<file path="config.mk">
export PLATFORM = sky130hd
export DESIGN_NAME = demux13x16_buf
export DESIGN_NICKNAME = d
export VERILOG_FILES = /design/src/rtl/demux13x16_buf.sv
export SDC_FILE = /design/constraint.sdc
export NUM_CORES = 1
export LEC_CHECK = 0
export CORE_MARGIN = 2
export CORE_UTILIZATION = 40
export DETAILED_ROUTE_END_ITERATION = 6
export PLACE_DENSITY_LB_ADDON = 0.2
export SKIP_LAST_GASP = 1
export SLEW_MARGIN = 20
export SYNTH_ARGS = -nofsm -noshare
export SYNTH_HDL_FRONTEND = slang
export SYNTH_SLANG_ARGS = --single-unit
</file>
<file path="constraint.sdc">
create_clock -name clk -period 2.5 [get_ports clk]
set_input_delay 0.25 -clock clk [delete_from_list [all_inputs] [get_ports clk]]
set_output_delay 0.25 -clock clk [all_outputs]
set_load 0.005 [all_outputs]
</file>
<file path="src/rtl/demux13x16_buf.sv">
// 1-to-3 word distributor: steers each accepted word into one of three single-entry
// channel buffers (A, B, C), each drained by its own valid/ready handshake.
module demux13x16_buf #(
    parameter int unsigned WIDTH = 16,
    parameter int unsigned CNTW  = 16
) (
    input  logic             clk,
    input  logic             rst_n,
    input  logic [WIDTH-1:0] in_data,
    input  logic [1:0]       in_sel,
    input  logic             in_valid,
    output logic             in_ready,
    output logic [WIDTH-1:0] a_data,
    output logic             a_valid,
    input  logic             a_ready,
    output logic [WIDTH-1:0] b_data,
    output logic             b_valid,
    input  logic             b_ready,
    output logic [WIDTH-1:0] c_data,
    output logic             c_valid,
    input  logic             c_ready,
    output logic [CNTW-1:0]  a_cnt,
    output logic [CNTW-1:0]  b_cnt,
    output logic [CNTW-1:0]  c_cnt
);

    localparam int unsigned NumCh = 3;

    typedef enum logic {StEmpty, StFull} buf_state_e;

    buf_state_e             state_q [NumCh];
    buf_state_e             state_d [NumCh];
    logic [WIDTH-1:0]       data_q  [NumCh];
    logic [CNTW-1:0]        cnt_q   [NumCh];

    logic [NumCh-1:0]       sel_oh;
    logic [NumCh-1:0]       ready_vec;
    logic [NumCh-1:0]       valid_vec;
    logic [NumCh-1:0]       accept;
    logic [NumCh-1:0]       drain;

    assign ready_vec = {c_ready, b_ready, a_ready};

    // Both 2'b10 and 2'b11 address channel C.
    always_comb begin
        sel_oh = '0;
        unique case (in_sel)
            2'b00:   sel_oh = 3'b001;
            2'b01:   sel_oh = 3'b010;
            default: sel_oh = 3'b100;
        endcase
    end

    // in_ready depends only on in_sel and the selected buffer, never on in_valid.
    assign in_ready = |(sel_oh & (~valid_vec | ready_vec));
    assign accept   = sel_oh & {NumCh{in_valid & in_ready}};
    assign drain    = valid_vec & ready_vec;

    // Buffer FSM: state register.
    always_ff @(posedge clk or negedge rst_n) begin
        if (!rst_n) begin
            for (int i = 0; i < NumCh; i++) begin
                state_q[i] <= StEmpty;
            end
        end else begin
            for (int i = 0; i < NumCh; i++) begin
                state_q[i] <= state_d[i];
            end
        end
    end

    // Buffer FSM: next state.
    always_comb begin
        for (int i = 0; i < NumCh; i++) begin
            state_d[i] = state_q[i];
            unique case (state_q[i])
                StEmpty: begin
                    if (accept[i]) state_d[i] = StFull;
                end
                StFull: begin
                    if (drain[i] && !accept[i]) state_d[i] = StEmpty;
                end
                default: state_d[i] = StEmpty;
            endcase
        end
    end

    // Buffer FSM: outputs.
    always_comb begin
        valid_vec = '0;
        for (int i = 0; i < NumCh; i++) begin
            valid_vec[i] = (state_q[i] == StFull);
        end
    end

    // Data is loaded only on accept, so it holds under stall and persists after drain.
    always_ff @(posedge clk or negedge rst_n) begin
        if (!rst_n) begin
            for (int i = 0; i < NumCh; i++) begin
                data_q[i] <= '0;
            end
        end else begin
            for (int i = 0; i < NumCh; i++) begin
                if (accept[i]) data_q[i] <= in_data;
            end
        end
    end

    always_ff @(posedge clk or negedge rst_n) begin
        if (!rst_n) begin
            for (int i = 0; i < NumCh; i++) begin
                cnt_q[i] <= '0;
            end
        end else begin
            for (int i = 0; i < NumCh; i++) begin
                if (drain[i]) cnt_q[i] <= cnt_q[i] + 1'b1;
            end
        end
    end

    assign a_data  = data_q[0];
    assign b_data  = data_q[1];
    assign c_data  = data_q[2];
    assign a_valid = valid_vec[0];
    assign b_valid = valid_vec[1];
    assign c_valid = valid_vec[2];
    assign a_cnt   = cnt_q[0];
    assign b_cnt   = cnt_q[1];
    assign c_cnt   = cnt_q[2];

endmodule

</file>
Yosys cells after proc, flatten, opt, wreduce, memory -nomap -nowiden
Index checks and enable logic that the tools add are counted.

storage, ports and cells
  register bits = 99
  output and inout bits = 100
  logic and storage cells = 40

cells by class
  $add $sub $neg = 3
  eq/ne operators = 1
  mux-type cells = 10
  bitwise operators = 9
  reductions and logical operators = 8

operators by type and width
  operator                                       count
  adder 16 x 1 -> 16 bit, second input constant  3
  AND 3 bit                                      3
  two-way mux 1 bit                              6
  one-hot mux 1 bit (2 select lines)             3
  one-hot mux 3 bit (2 select lines)             1
  logical AND 1 bit                              3
  zero test 1 bit                                3
  NOT 1 bit                                      3
  NOT 3 bit                                      1
  bitwise OR 3 bit                               1
  OR reduction 3 bit                             1
  == test 2 x 1 -> 1 bit, second input constant  1
  zero test 2 bit                                1
  AND 1 bit                                      1

Longest topological paths before layout
  depth after elaboration = 10
  mapped depth = 5
  mapped depth without buffers = 5

Worst setup path before layout
Ideal clock, no wire load.

  kind = register to register
  start point = register state_q (netlist bit c_valid)
  end point = register data_q (netlist bit c_data[9])
  arrival time = 1.267 ns
  data required time = 2.372 ns
  path slack = 1.106 ns
  stages on the path, launching flop included = 6
  path buffers = 2
  path through = dfrtp_1 nand2b_1 nor2b_1 buf_6 buf_6 mux2_1

on the way
  word-level cells in the longest chain between the ends = 6

ends and longest elaborated chain
  element                          line  text
  start, declared                  31    buf_state_e state_q [NumCh];
  start signal, assigned by index  63    state_q[i] <= StEmpty;
  start signal, assigned by index  67    state_q[i] <= state_d[i];
  NOT 3 bit                        55    assign in_ready = |(sel_oh & (~valid_vec | ready_vec));
  bitwise OR 3 bit                 55
  AND 3 bit                        55
  OR reduction 3 bit               55
  AND 1 bit                        56    assign accept = sel_oh & {NumCh{in_valid & in_ready}};
  AND 3 bit                        56
  end signal, assigned by index    104   if (accept[i]) data_q[i] <= in_data;
  end, declared                    33    logic [WIDTH-1:0] data_q [NumCh];

No other way between the ends.
A chain may end at the register's enable or synchronous reset.

Worst setup path after layout
  start point = input port a_ready
  end point = output port in_ready

on the way
  word-level cells in the longest chain between the ends = 3

ends and longest elaborated chain
  element             line  text
  start, declared     15    input logic a_ready,
  bitwise OR 3 bit    55
  AND 3 bit           55
  OR reduction 3 bit  55
  end, declared       12    output logic in_ready,

No other way between the ends.

==> impl_metrics.env <==
export IMPL_setup_viol=0
export IMPL_multi_input_area_mm2=0.00164
export IMPL_synthCells=300
export IMPL_rr_endpoint="b_data[0]"
export IMPL_grt_pass1_vias=2759
export IMPL_place_ws_ps=410
export IMPL_grt_overflow=0
export IMPL_ff2ff_path_depth=4
export IMPL_ff2ff_setup_slack_ps=1000
export IMPL_power_frac_seq=0.506
export IMPL_post_route_period_util=0.826
export IMPL_numCtsBuffers=9
export IMPL_synth_seq_cells=99
export IMPL_drc=0
export IMPL_ant_nets=0
export IMPL_die_h_um=106
export IMPL_die_area_mm2=0.0113
export IMPL_cts_tree="done"
export IMPL_yosys_area_share_simple=0.130
export IMPL_pin_count=124
export IMPL_antenna_found_initial=0
export IMPL_fin_crit_ps=2060
export IMPL_port_buffers=123
export IMPL_avgSynthCellArea_um2=13.9
export IMPL_switching_power_mw=1.10
export IMPL_synth_top_family_by_area="multiplexers"
export IMPL_tightest_slew_ps=612
export IMPL_path_clk_slew_ps=90
export IMPL_synth_area_mm2=0.00418
export IMPL_yosysWarnings=0
export IMPL_ctsResizeCount=0
export IMPL_fin_nets=460
export IMPL_drv_cap=0
export IMPL_crit_path_top_delay_cell="clkdlybuf4s50_1"
export IMPL_synth_compound_area_frac=0.00120
export IMPL_reg2reg_from="b_valid"
export IMPL_cts_root_buf="clkbuf_8"
export IMPL_wirelength_um=8420
export IMPL_syn2layout_area_growth_pct=37.9
export IMPL_setup_tns_ps=0
export IMPL_ir_worst_vdd_v=0.000367
export IMPL_htree_levels=3
export IMPL_status="completed"
export IMPL_hpwl_um=5930
export IMPL_max_clock_path_buffers=2
export IMPL_clk_latency_ps=350
export IMPL_leakage_nw=2.53
export IMPL_wl_per_cell_um=14.7
export IMPL_ctsHoldBuffers=1
export IMPL_worstPathCellList="clkdlybuf4s50_1 -> nand2b_1 -> mux2i_1 -> o21ai_0 -> clkdlybuf4s50_1"
export IMPL_synthMuxAreaShare=0.157
export IMPL_cp_required_ps=2250
export IMPL_rows=37
export IMPL_synth_fa_ha_area_frac=0.00898
export IMPL_hold_viol_final=0
export IMPL_final_seq_area_mm2=0.00248
export IMPL_grt_first_pass_wirelength_um=14000
export IMPL_report_final_slew_viol_count=0
export IMPL_n_antenna_cell=0
export IMPL_fillers=895
export IMPL_crit_arrival_ps=1810
export IMPL_pwr_share_clk=0.241
export IMPL_avgViaCountPerCell=4.81
export IMPL_fin_hold_ws_ps=447
export IMPL_initial_utilization=0.409
export IMPL_core_area_mm2=0.0102
export IMPL_stdcell_count=574
export IMPL_die_x_um=106
export IMPL_crit_path_max_incr_delay_ps=530
export IMPL_rsz0062_at_grt="false"
export IMPL_postLayoutCellArea_mm2=0.00577
export IMPL_place_congestion=0.785
export IMPL_post_cts_setup_buffers=0
export IMPL_synth_xor_area_share=0.0943
export IMPL_path_max_fanout=4
export IMPL_max_slew_margin=0.592
export IMPL_p_comb_frac=0.253
export IMPL_endpoint_kind="output pin"
export IMPL_timing_critical_path_max_delay_family="buffers and inverters"
export IMPL_syn_num_nets=327
export IMPL_yosysSeqAreaShare=0.592
export IMPL_critical_path_buf_inv_count=2
export IMPL_crit_top_cell="clkdlybuf4s50_1"
export IMPL_drt_iter0_drc=71
export IMPL_grt_usage=0.156
export IMPL_power_density_mw_per_mm2=728
export IMPL_grt_max_degree=55
export IMPL_first_pass_iters=4
export IMPL_cp_start_kind="input pin"
export IMPL_num_vias=2759
export IMPL_place_inst=557
export IMPL_fmax_mhz=484
export IMPL_hold_class="input pin to async pin"
export IMPL_final_setup_skew_ps=9.56
export IMPL_p_int_mw=3.10
export IMPL_synth_cell_types=31
export IMPL_layout_drive_gt1_share=0.151
export IMPL_clkSinkCount=99
export IMPL_switching_share=0.263
export IMPL_path_class="input pin to output pin"
export IMPL_setup_ws_ps=435
export IMPL_placed_area_mm2=0.00556
-- flip-flops by register name, indices dropped and copies added, names as in the netlist --
name / flops
a_cnt: 16
a_data: 16
a_valid: 1
b_cnt: 16
b_data: 16
b_valid: 1
c_cnt: 16
c_data: 16
c_valid: 1
-- routing by layer --
layer	GRT usage	wire length, um
met5	0	0
met4	0.0367	40
met3	0.0779	785
met2	0.231	3720
met1	0.206	3880
-- through the flow --
step,util,power (mW)
2_1_floorplan,-,2.50
3_3_place_gp,0.544,3.21
3_5_place_dp,0.544,3.23
4_1_cts,0.564,4.27
5_1_grt,0.564,4.44
6_report,0.564,4.20
-- how the worst max path moves through the flow --
| stage | end | from | slack, ps | depth (start not counted) |
|---|---|---|---|---|
| 2_1_floorplan | c_data[9] | c_valid | 1110 | 5 |
| 3_3_place_gp | in_ready | a_ready | 450 | 5 |
| 3_5_place_dp | in_ready | a_ready | 410 | 5 |
| 4_1_cts | in_ready | a_ready | 400 | 5 |
| 5_1_grt | in_ready | a_valid | 320 | 4 |
| 6_report | in_ready | a_ready | 440 | 5 |
-- layout by cell type, fill, tap and decap left out, drive strengths merged --
| master | n |
|---|---|
| xnor2 | 25 |
| clkinvlp | 2 |
| clkbuf | 12 |
| nand4 | 9 |
| nor2b | 3 |
| and4 | 4 |
| nor4 | 4 |
| and3 | 9 |
| dfrtp | 99 |
| nand2 | 22 |
| ha | 3 |
| buf | 4 |
| nand4b | 1 |
| clkdlybuf4s50 | 122 |
| nand2b | 4 |
| dlygate4sd3 | 1 |
| o21ai | 1 |
| clkinv | 1 |
| mux2i | 1 |
| nand3b | 1 |
| inv | 3 |
| bufinv | 1 |
| mux2 | 51 |
| nand3 | 18 |
| xor2 | 20 |
| nor2 | 14 |
| nor3 | 3 |
-- cells in the mapped netlist, drive strengths merged --
library cell	count	area (um2)
nand2b	4	25.0
nand2	22	82.6
nand3b	1	20.0
xor2	20	175
nand4	9	56.3
o21ai	1	5.00
and3	9	57.6
xnor2	25	219
and4	4	35.0
nand3	18	113
mux2	51	646
nand4b	1	8.76
nor2	14	55.1
mux2i	1	10.0
nor2b	3	21.3
dfrtp	99	2480
buf	5	56.3
nor4	4	50.1
ha	3	37.5
inv	3	11.3
nor3	3	20.0
-- power groups by stage --
| stage | clock network [mW] | logic (mW) | registers [mW] |
|---|---|---|---|
| 4_1_cts | 1.05 | 1.09 | 2.13 |
| 6_report | 1.01 | 1.06 | 2.12 |
| 5_1_grt | 1.11 | 1.16 | 2.17 |
| 3_5_place_dp | 0 | 1.08 | 2.15 |
| 2_1_floorplan | 0 | 0.358 | 2.14 |
| 3_3_place_gp | 0 | 1.06 | 2.15 |
-- area by class of cell --
class / instances / share of cell area
flip-flops and latches: 99 / 0.430
inverters: 3 / 0.00195
clock inverters: 4 / 0.00868
multi-input cells: 193 / 0.284
repair buffers: 127 / 0.221
well taps: 136 / 0.0295
clock buffers: 12 / 0.0252
-- logic make-up after synthesis --
group,Yosys count
and+or+nand+nor,92
xor gates and xnor gates,45
DFF,99
buffers and inverters,8
adders and majority gates,3
AOI/OAI and AO/OA,1
muxes,52
-- worst reg2reg max path, stage by stage (launching register included) --
cell      delay (ps)
dfrtp_1          430
nand2b_1         150
and3_1           170
buf_4            280
mux2_1           360
Power figures use the tool's default switching activity.
